$ cat src/rtl/pq_pkg.sv
// pq_pkg: shared command encoding and width helper for the priority-queue front end
package pq_pkg;
  typedef enum logic [1:0] {CMD_IDLE, CMD_PUSH, CMD_POP} pq_cmd_e;
  function automatic int pq_cnt_w(input int depth);
    return $clog2(depth) + 1;
  endfunction
endpackage

$ cat src/rtl/pq_out_fifo.sv
// pq_out_fifo: 2-entry valid/ready buffer holding pop results
module pq_out_fifo #(
  parameter int DATA_LENGTH = 32
) (
  input  logic                   CLK,
  input  logic                   RSTn,
  input  logic                   s_valid,
  output logic                   s_ready,
  input  logic [DATA_LENGTH-1:0] s_data,
  output logic                   m_valid,
  input  logic                   m_ready,
  output logic [DATA_LENGTH-1:0] m_data,
  output logic [1:0]             cnt
);
  logic [DATA_LENGTH-1:0] mem [2];
  logic wp, rp, wr, rd;
  assign s_ready = cnt != 2'd2;
  assign m_valid = cnt != 2'd0;
  assign m_data = mem[rp];
  assign wr = s_valid && s_ready;
  assign rd = m_valid && m_ready;
  always_ff @(posedge CLK or negedge RSTn) begin
    if (!RSTn) begin
      mem <= '{default: '0};
      wp <= 1'b0;
      rp <= 1'b0;
      cnt <= 2'd0;
    end else begin
      if (wr) mem[wp] <= s_data;
      if (wr) wp <= ~wp;
      if (rd) rp <= ~rp;
      cnt <= cnt + 2'(wr) - 2'(rd);
    end
  end
endmodule

$ cat src/rtl/pq_cmd_scheduler.sv
// pq_cmd_scheduler: merges push/pop streams into queue commands and buffers pop results
module pq_cmd_scheduler
  import pq_pkg::*;
#(
  parameter int QUEUE_DEPTH = 32,
  parameter int DATA_LENGTH = 32,
  localparam int CW = pq_cnt_w(QUEUE_DEPTH)
) (
  input  logic                   CLK,
  input  logic                   RSTn,
  input  logic                   s_push_valid,
  input  logic [DATA_LENGTH-1:0] s_push_data,
  output logic                   s_push_ready,
  input  logic                   s_pop_valid,
  output logic                   s_pop_ready,
  output logic                   m_valid,
  output logic [DATA_LENGTH-1:0] m_data,
  input  logic                   m_ready,
  output logic                   pq_valid,
  output logic                   pq_write,
  output logic [DATA_LENGTH-1:0] pq_data,
  input  logic                   pq_full,
  input  logic                   pq_empty,
  input  logic                   pq_o_valid,
  input  logic [DATA_LENGTH-1:0] pq_o_data,
  output logic [CW-1:0]          o_count,
  output logic                   o_err
);
  pq_cmd_e cmd;
  logic [CW-1:0] cnt_q;
  logic [1:0] ob_cnt;
  logic [2:0] occ;
  logic inflight, last_push, push_ok, pop_ok, ob_rdy, err_now;
  // outbuf slots already promised: held entries plus the result in flight, minus one leaving now
  assign occ = 3'(ob_cnt) + 3'(inflight) - 3'(m_valid && m_ready);
  assign push_ok = s_push_valid && o_count < CW'(QUEUE_DEPTH);
  assign pop_ok = s_pop_valid && o_count != '0 && occ < 3'd2;
  always_comb begin
    cmd = CMD_IDLE;
    if (RSTn) cmd = push_ok && (!pop_ok || !last_push) ? CMD_PUSH : pop_ok ? CMD_POP : CMD_IDLE;
  end
  assign s_push_ready = cmd == CMD_PUSH;
  assign s_pop_ready = cmd == CMD_POP;
  assign pq_valid = cmd != CMD_IDLE;
  assign pq_write = s_push_ready;
  assign pq_data = s_push_ready ? s_push_data : '0;
  // queue flags reflect the count held one cycle earlier
  assign err_now = (pq_o_valid != inflight) || (cnt_q == CW'(QUEUE_DEPTH) && !pq_full) ||
                   (pq_empty != (cnt_q == '0));
  always_ff @(posedge CLK or negedge RSTn) begin
    if (!RSTn) begin
      o_count <= '0;
      cnt_q <= '0;
      inflight <= 1'b0;
      last_push <= 1'b0;
      o_err <= 1'b0;
    end else begin
      o_count <= o_count + CW'(s_push_ready) - CW'(s_pop_ready);
      cnt_q <= o_count;
      inflight <= s_pop_ready;
      if (pq_valid) last_push <= pq_write;
      o_err <= o_err | err_now;
    end
  end
  pq_out_fifo #(.DATA_LENGTH(DATA_LENGTH)) u_fifo (
    .CLK(CLK),
    .RSTn(RSTn),
    .s_valid(inflight && pq_o_valid),
    .s_ready(ob_rdy),
    .s_data(pq_o_data),
    .m_valid(m_valid),
    .m_ready(m_ready && ob_rdy | m_ready),
    .m_data(m_data),
    .cnt(ob_cnt)
  );
endmodule
$ cat config.mk
export PLATFORM = sky130hd
export DESIGN_NAME = pq_cmd_scheduler
export DESIGN_NICKNAME = d
export VERILOG_FILES = /design/src/rtl/pq_pkg.sv /design/src/rtl/pq_out_fifo.sv /design/src/rtl/pq_cmd_scheduler.sv
export SDC_FILE = /design/constraint.sdc
export NUM_CORES = 1
export LEC_CHECK = 0
export CORE_MARGIN = 4
export CORE_UTILIZATION = 41
export CTS_CLUSTER_SIZE = 25
export DETAILED_ROUTE_END_ITERATION = 6
export GPL_TIMING_DRIVEN = 0
export MAX_ROUTING_LAYER = met4
export PLACE_DENSITY = 0.78
export SYNTH_ARGS = -nofsm -noshare
export SYNTH_HDL_FRONTEND = slang
export SYNTH_SLANG_ARGS = --single-unit
$ cat constraint.sdc
create_clock -name CLK -period 3.8 [get_ports CLK]
set_clock_uncertainty 0.05 [all_clocks]
set_input_delay 0.76 -clock CLK [delete_from_list [all_inputs] [get_ports CLK]]
set_output_delay 0.76 -clock CLK [all_outputs]
set_load 0.01 [all_outputs]
==> flow_summary_export.csv, run 1 <==
group,metric,value,unit
drt,drt-wirelength-per-cell,16.5,um
synth,synth-async-reset-ratio,100,%
setup_path,cp.arrival,2920,ps
synth,synthTopCellsByArea,"dfrtp_1 50%, mux2_2 17%, mux2_4 11%, and2_1 5.0%, ha_1 3.6%",
synth,syn_area_per_cell,14.0,um2
drt,drt_iter0_drc,71,
sta,worstMarginPinSlew,549,ps
global_route,grt_pass1_wl,15700,um
global_route,antenna_found_initial,0,
clocking,htreeDepth,3,
sta,fin_crit_sh,98.1,%
clocking,cts_tree,"done",
floorplan,initial_core_util,42.4,%
synth,synth-main-ff-cell,"dfrtp_1",
placed_design,place_congestion,0.780,
clocking,cts.sinks,83,
synth,yosys-top-cells-count,"83 x dfrtp_1, 61 x mux2_2, 33 x and2_1",
power,vdd_drop_max,0.349,mV
setup_path,endpoint_kind,"output port",
drt,drtAntennaViolNets,0,
sta,setup_viol,0,
power,total_power,0.00423,W
global_route,grt_start_max_net_pins,46,
synth,syn_area,4160,um2
synth,synth.most_common_cell,"dfrtp_1",
global_route,first_global_vias,3229,
synth,synth_top_cell_by_area,"dfrtp_1",
outcome,outcome,"complete, no violations",
sta,hold_viol,0,
synth,yosysWarnings,0,
placed_design,hpwlAfterDp,7490,um
synth,ys_types,35,
synth,synthCells,297,
power,leakage,2.89,nW
placed_design,portBuffers,147,
drt,finalWirelength,10000,um
setup_path,worst_setup_path_start_kind,"input port",
finish,areaGrowthSynthToFinish,47.0,%
drt,drc_errors,0,
drt,dr.pass1.iters,4,
finish,final_core_utilization,62.3,%
floorplan,rows,36,
synth,ys_ff_latch,83,
sta,finalCriticalPeriod,3730,ps
clocking,clock_latency,340,ps
power,power_density,691,nW/um2
synth,synth_edf_count,0,
finish,nets,558,
clocking,cts_root_buffer,"clkbuf_8",
flow_run,cap_violations,0,
synth,synth_top_area_share,49.9,%
floorplan,dieArea,11800,um2
sta,drv_slew,0,
floorplan,core,9820,um2
clocking,cts_buffer_depth,2,
setup_path,crit_type,"in -> out",
sta,fmax,268,MHz
setup_path,crit_fanout,9,
clocking,numCtsBuffers,9,
drt,viasPerCell,4.75,
finish,drive_gt1_share,41.3,%
setup_path,crit_required,2990,ps
global_route,grt.total_usage,17.9,%
clocking,clkSlewWorstSetupHoldPaths,80,ps
global_route,overflow,0,
drt,vias,2896,
sta,hold_slack,345,ps
floorplan,die_w,109,um
sta,max_slew_margin,63.4,%
setup_path,r2r_slack,210,ps
floorplan,pin_count,148,
synth,ys_seq_area_share,49.9,%
worst_hold_path,hp-class,"in -> async",
floorplan,die_h,109,um
finish,diodes,0,
synth,synth.net_count,383,
-- critical path, stage by stage --
cell and delay, ps:
clkdlybuf4s15_1 170, and2_4 140, ha_4 210, inv_2 50, nand2_2 50, fa_2 360
xor2_2 200, nor3_4 210, buf_6 140, a21oi_4 60, buf_12 150, buf_6 120
and2_1 150, buf_2 140
-- per-stage QoR --
stage	TNS [ps]	std cells	area [um2]	setup WS, ps
2_1_floorplan	0	297	4170	11.0
3_3_place_gp	-199290	577	5810	-2750
3_5_place_dp	-22990	578	5830	-682
4_1_cts	0	603	5990	2.25
5_1_grt	-30.1	610	6120	-11.2
6_report	0	610	6120	73.1
-- routing by layer --
metal	wire length [um]	share of wire, %	vias to the layer above	global-route usage, %
met1	3990	40	1410	19.9
li1	-	-	1359	-
met4	89	0.89	0	5.41
met3	832	8.3	8	5.45
met2	5120	51	119	31.1
met5	0	0	-	-
-- logic make-up after synthesis --
family	after synthesis	synth area share [%]
XOR/XNOR	8	1.68
AO/OA/AOI/OAI	15	2.68
flip-flops	83	49.9
buffers and inverters	32	5.05
AND/OR/NAND/NOR	49	7.43
adder cells (fa/ha/maj)	14	4.57
multiplexers	96	28.7
-- worst paths after layout --
check	startpoint	to	cells after the start
min	RSTn	u_fifo.mem[26]$_DFFE_PN0P_	1
min reg2reg	o_count[4]$_DFF_PN0_	cnt_q[4]$_DFF_PN0_	0
max reg2reg	u_fifo.cnt[1]$_DFF_PN0_	o_count[4]$_DFF_PN0_	21
max	m_ready	pq_data[22]	14
min in group CLK	o_count[4]$_DFF_PN0_	cnt_q[4]$_DFF_PN0_	0
max in group asynchronous	RSTn	u_fifo.mem[44]$_DFFE_PN0P_	2
-- flip-flops by register name, indices dropped and copies added, names as in the netlist --
| signal | cells |
|---|---|
| cnt_q | 6 |
| inflight | 1 |
| last_push | 1 |
| o_count | 6 |
| o_err | 1 |
| u_fifo.cnt | 2 |
| u_fifo.mem | 64 |
| u_fifo.rp | 1 |
| u_fifo.wp | 1 |
-- area by class of cell --
| type | instances | area, um2 |
|---|---|---|
| Inverter | 17 | 63.8 |
| Buffer | 14 | 135 |
| Tap cell | 133 | 166 |
| Fill cell | 817 | 3700 |
| Clock inverter | 5 | 77.6 |
| Timing Repair Buffer | 165 | 1520 |
| Multi-Input combinational cell | 182 | 1950 |
| Clock buffer | 11 | 131 |
| Sequential cell | 83 | 2080 |
-- power by group --
part           switching (W)  internal (W)  total, W
logic               0.000840       0.00129   0.00213
registers           0.000200       0.00123   0.00143
clock network       0.000305      0.000369  0.000674
total                0.00135       0.00288   0.00423
-- placed cells by master (no fill, tap or decap), types with 2 or more instances in the layout --
| cell type | instances |
|---|---|
| o21ai_1 | 2 |
| buf_4 | 13 |
| clkinv_2 | 2 |
| clkdlybuf4s15_1 | 3 |
| nand2_2 | 4 |
| ha_4 | 2 |
| clkbuf_8 | 9 |
| buf_6 | 14 |
| xor2_1 | 6 |
| clkdlybuf4s50_1 | 109 |
| clkbuf_2 | 3 |
| buf_2 | 30 |
| nand2_1 | 3 |
| buf_12 | 5 |
| inv_1 | 13 |
| and2_4 | 7 |
| clkbuf_1 | 3 |
| fa_2 | 2 |
| bufinv_16 | 2 |
| dfrtp_1 | 82 |
| mux2_2 | 61 |
| mux2_4 | 30 |
| mux2_1 | 5 |
| inv_2 | 4 |
| a21oi_1 | 5 |
| ha_1 | 10 |
| nor2_1 | 3 |
| and2_1 | 26 |
-- timing repair --
item / 4_1_cts / 5_1_grt
setup buffers: 8 / 7
pin swaps: 4 / 9
hold buffers: 0 / 0
setup endpoints to repair: 40 / 39
resized for setup: 140 / 29
cloned: 2 / 1
Note: power is estimated with default switching activity, not from simulation.
==> inputs of run 2 (changes only) <==
--- a/config.mk
+++ b/config.mk
@@ -5,13 +5,15 @@
 export SDC_FILE = /design/constraint.sdc
 export NUM_CORES = 1
 export LEC_CHECK = 0
+export CELL_PAD_IN_SITES_DETAIL_PLACEMENT = 1
+export CELL_PAD_IN_SITES_GLOBAL_PLACEMENT = 2
 export CORE_MARGIN = 4
-export CORE_UTILIZATION = 41
+export CORE_UTILIZATION = 26
 export CTS_CLUSTER_SIZE = 25
 export DETAILED_ROUTE_END_ITERATION = 6
 export GPL_TIMING_DRIVEN = 0
 export MAX_ROUTING_LAYER = met4
-export PLACE_DENSITY = 0.78
+export PLACE_DENSITY = 0.76
 export SYNTH_ARGS = -nofsm -noshare
 export SYNTH_HDL_FRONTEND = slang
 export SYNTH_SLANG_ARGS = --single-unit
==> flow_summary_export.csv, run 2 (synthesized netlist as in run 1, its figures left out) <==
group,metric,value,unit
sta,fin_ws,147,ps
setup_path,crit_path_max_incr_delay,530,ps
global_route,first_global_vias,3449,
setup_path,r2r-start,"u_fifo.cnt[1]$_DFF_PN0_",
floorplan,initial_core_util,27.0,%
placed_design,hpwlAfterDp,8730,um
setup_path,crit_buf_inv,6,
drt,vias,2919,
clocking,cts.sinks,83,
clocking,numCtsBuffers,9,
outcome,outcome,"complete, no violations",
power,p_clk_share,19.9,%
setup_path,r2r_slack,250,ps
setup_path,crit_required,2990,ps
global_route,grt.total_usage,13.8,%
clocking,hold_buffers,0,
power,vdd_drop_max,0.243,mV
setup_path,crit_type,"in -> out",
sta,hold_viol,0,
finish,drive_gt1_share,37.5,%
setup_path,path_delay_family,"buffers and inverters",
drt,drt-wirelength-per-cell,16.7,um
sta,worstMarginPinSlew,556,ps
sta,hold_slack,348,ps
floorplan,core,15400,um2
clocking,cts_tree,"done",
clocking,clkSlewWorstSetupHoldPaths,70,ps
clocking,clock_latency,340,ps
setup_path,cp.arrival,2840,ps
setup_path,endpoint_kind,"output port",
setup_path,slowest_stage,"fa_2",
sta,setup_viol,0,
floorplan,pin_count,148,
placed_design,place_congestion,0.784,
finish,regMostFlops,"u_fifo.mem",
finish,final_common_cell,"clkdlybuf4s50_1",
drt,drc_errors,0,
global_route,grt_start_max_net_pins,50,
sta,tns,0,ps
global_route,grt_pass1_wl,18500,um
setup_path,crit_start,"m_ready",
clocking,htreeDepth,3,
power,pwr-share-seq,32.7,%
floorplan,dieArea,18100,um2
setup_path,worstPathCellList,"buf_2, and2_4, ha_4, inv_2, nand2_2, fa_2, nand2_2, nor3_4, a21oi_4, buf_6, buf_6, buf_4, clkdlybuf4s15_1",
sta,finalCriticalPeriod,3650,ps
power,power_frac_comb,47.3,%
flow_run,cap_violations,0,
drt,finalWirelength,11400,um
finish,top_regs,"u_fifo.mem (64), cnt_q (6), o_count (6)",
clocking,cts_buffer_depth,2,
floorplan,die_w,135,um
floorplan,die_h,135,um
sta,drv_slew,0,
global_route,overflow,0,
placed_design,place_ws,-722,ps
sta,fin_crit_sh,96.1,%
floorplan,rows,45,
finish,largest_reg_flops,64,
power,internal-power,0.00298,W
setup_path,crit_fanout,6,
finish,mostFrequentLayoutCells,"109 x clkdlybuf4s50_1, 82 x dfrtp_1, 61 x mux2_2",
clocking,cts_root_buffer,"clkbuf_16",
power,leakage,2.94,nW
drt,viasPerCell,4.27,
sta,fmax,274,MHz
sta,max_slew_margin,62.9,%
setup_path,worst_setup_path_start_kind,"input port",
placed_design,portBuffers,147,
drt,dr.pass1.iters,4,
power,power_density,700,nW/um2
power,p_sw,0.00140,W
drt,drtAntennaViolNets,0,
finish,areaGrowthSynthToFinish,50.5,%
finish,nets,553,
worst_hold_path,hp-class,"in -> async",
drt,drt_iter0_drc,83,
power,swShare,32.0,%
global_route,antenna_found_initial,0,
run 2: final cells by class:
type	instances	area [um2]
well taps	211	264
fillers	1663	9160
repair buffers	159	1480
clock inverters	6	65.1
flip-flops and latches	83	2080
inverters	17	63.8
clock buffers	10	229
plain buffers	15	146
diodes	1	2.50
multi-input cells	182	1930
run 2: power groups by stage:
stage               logic, W  clock network [W]  registers [W]
floorplan            0.00117                  0        0.00140
global placement     0.00198                  0        0.00143
detailed placement   0.00202                  0        0.00146
CTS                  0.00211           0.000910        0.00144
global route         0.00227           0.000952        0.00149
finish               0.00207           0.000873        0.00143
run 2: per-stage QoR:
stage                     cell area (um2)  utilization [%]  cells  total power [W]
final                                6260             40.6    684          0.00438
after CTS                            6300             40.9    682          0.00446
after detailed placement             5930             38.5    656          0.00348
after floorplan                      4170                -    297          0.00257
after global routing                 6260             40.6    683          0.00471
after global placement               5910             38.3    655          0.00342
run 2: timing repair:
| item | 4_1_cts | 5_1_grt |
|---|---|---|
| buffers inserted | 9 | 2 |
| setup endpoints to repair | 41 | 35 |
| resized for setup | 88 | 26 |
| pin swaps | 6 | 5 |
| cloned | 1 | 0 |
run 2: layer usage:
| metal | part of all wire [%] | wire length, um | track usage [%] |
|---|---|---|---|
| met5 | 0 | 0 | - |
| met1 | 42 | 4850 | 16.3 |
| met2 | 49 | 5560 | 21.9 |
| met4 | 0.60 | 69 | 3.90 |
| met3 | 8.3 | 950 | 5.66 |
run 2: worst paths after layout:
| kind | depth (start not counted) | endpoint |
|---|---|---|
| max | 13 | s_push_ready |
| min | 1 | u_fifo.mem[39]$_DFFE_PN0P_ |
| max reg2reg | 20 | o_count[4]$_DFF_PN0_ |
| min reg2reg | 0 | cnt_q[4]$_DFF_PN0_ |
| max in group asynchronous | 2 | u_fifo.cnt[1]$_DFF_PN0_ |
| min in group CLK | 0 | cnt_q[4]$_DFF_PN0_ |
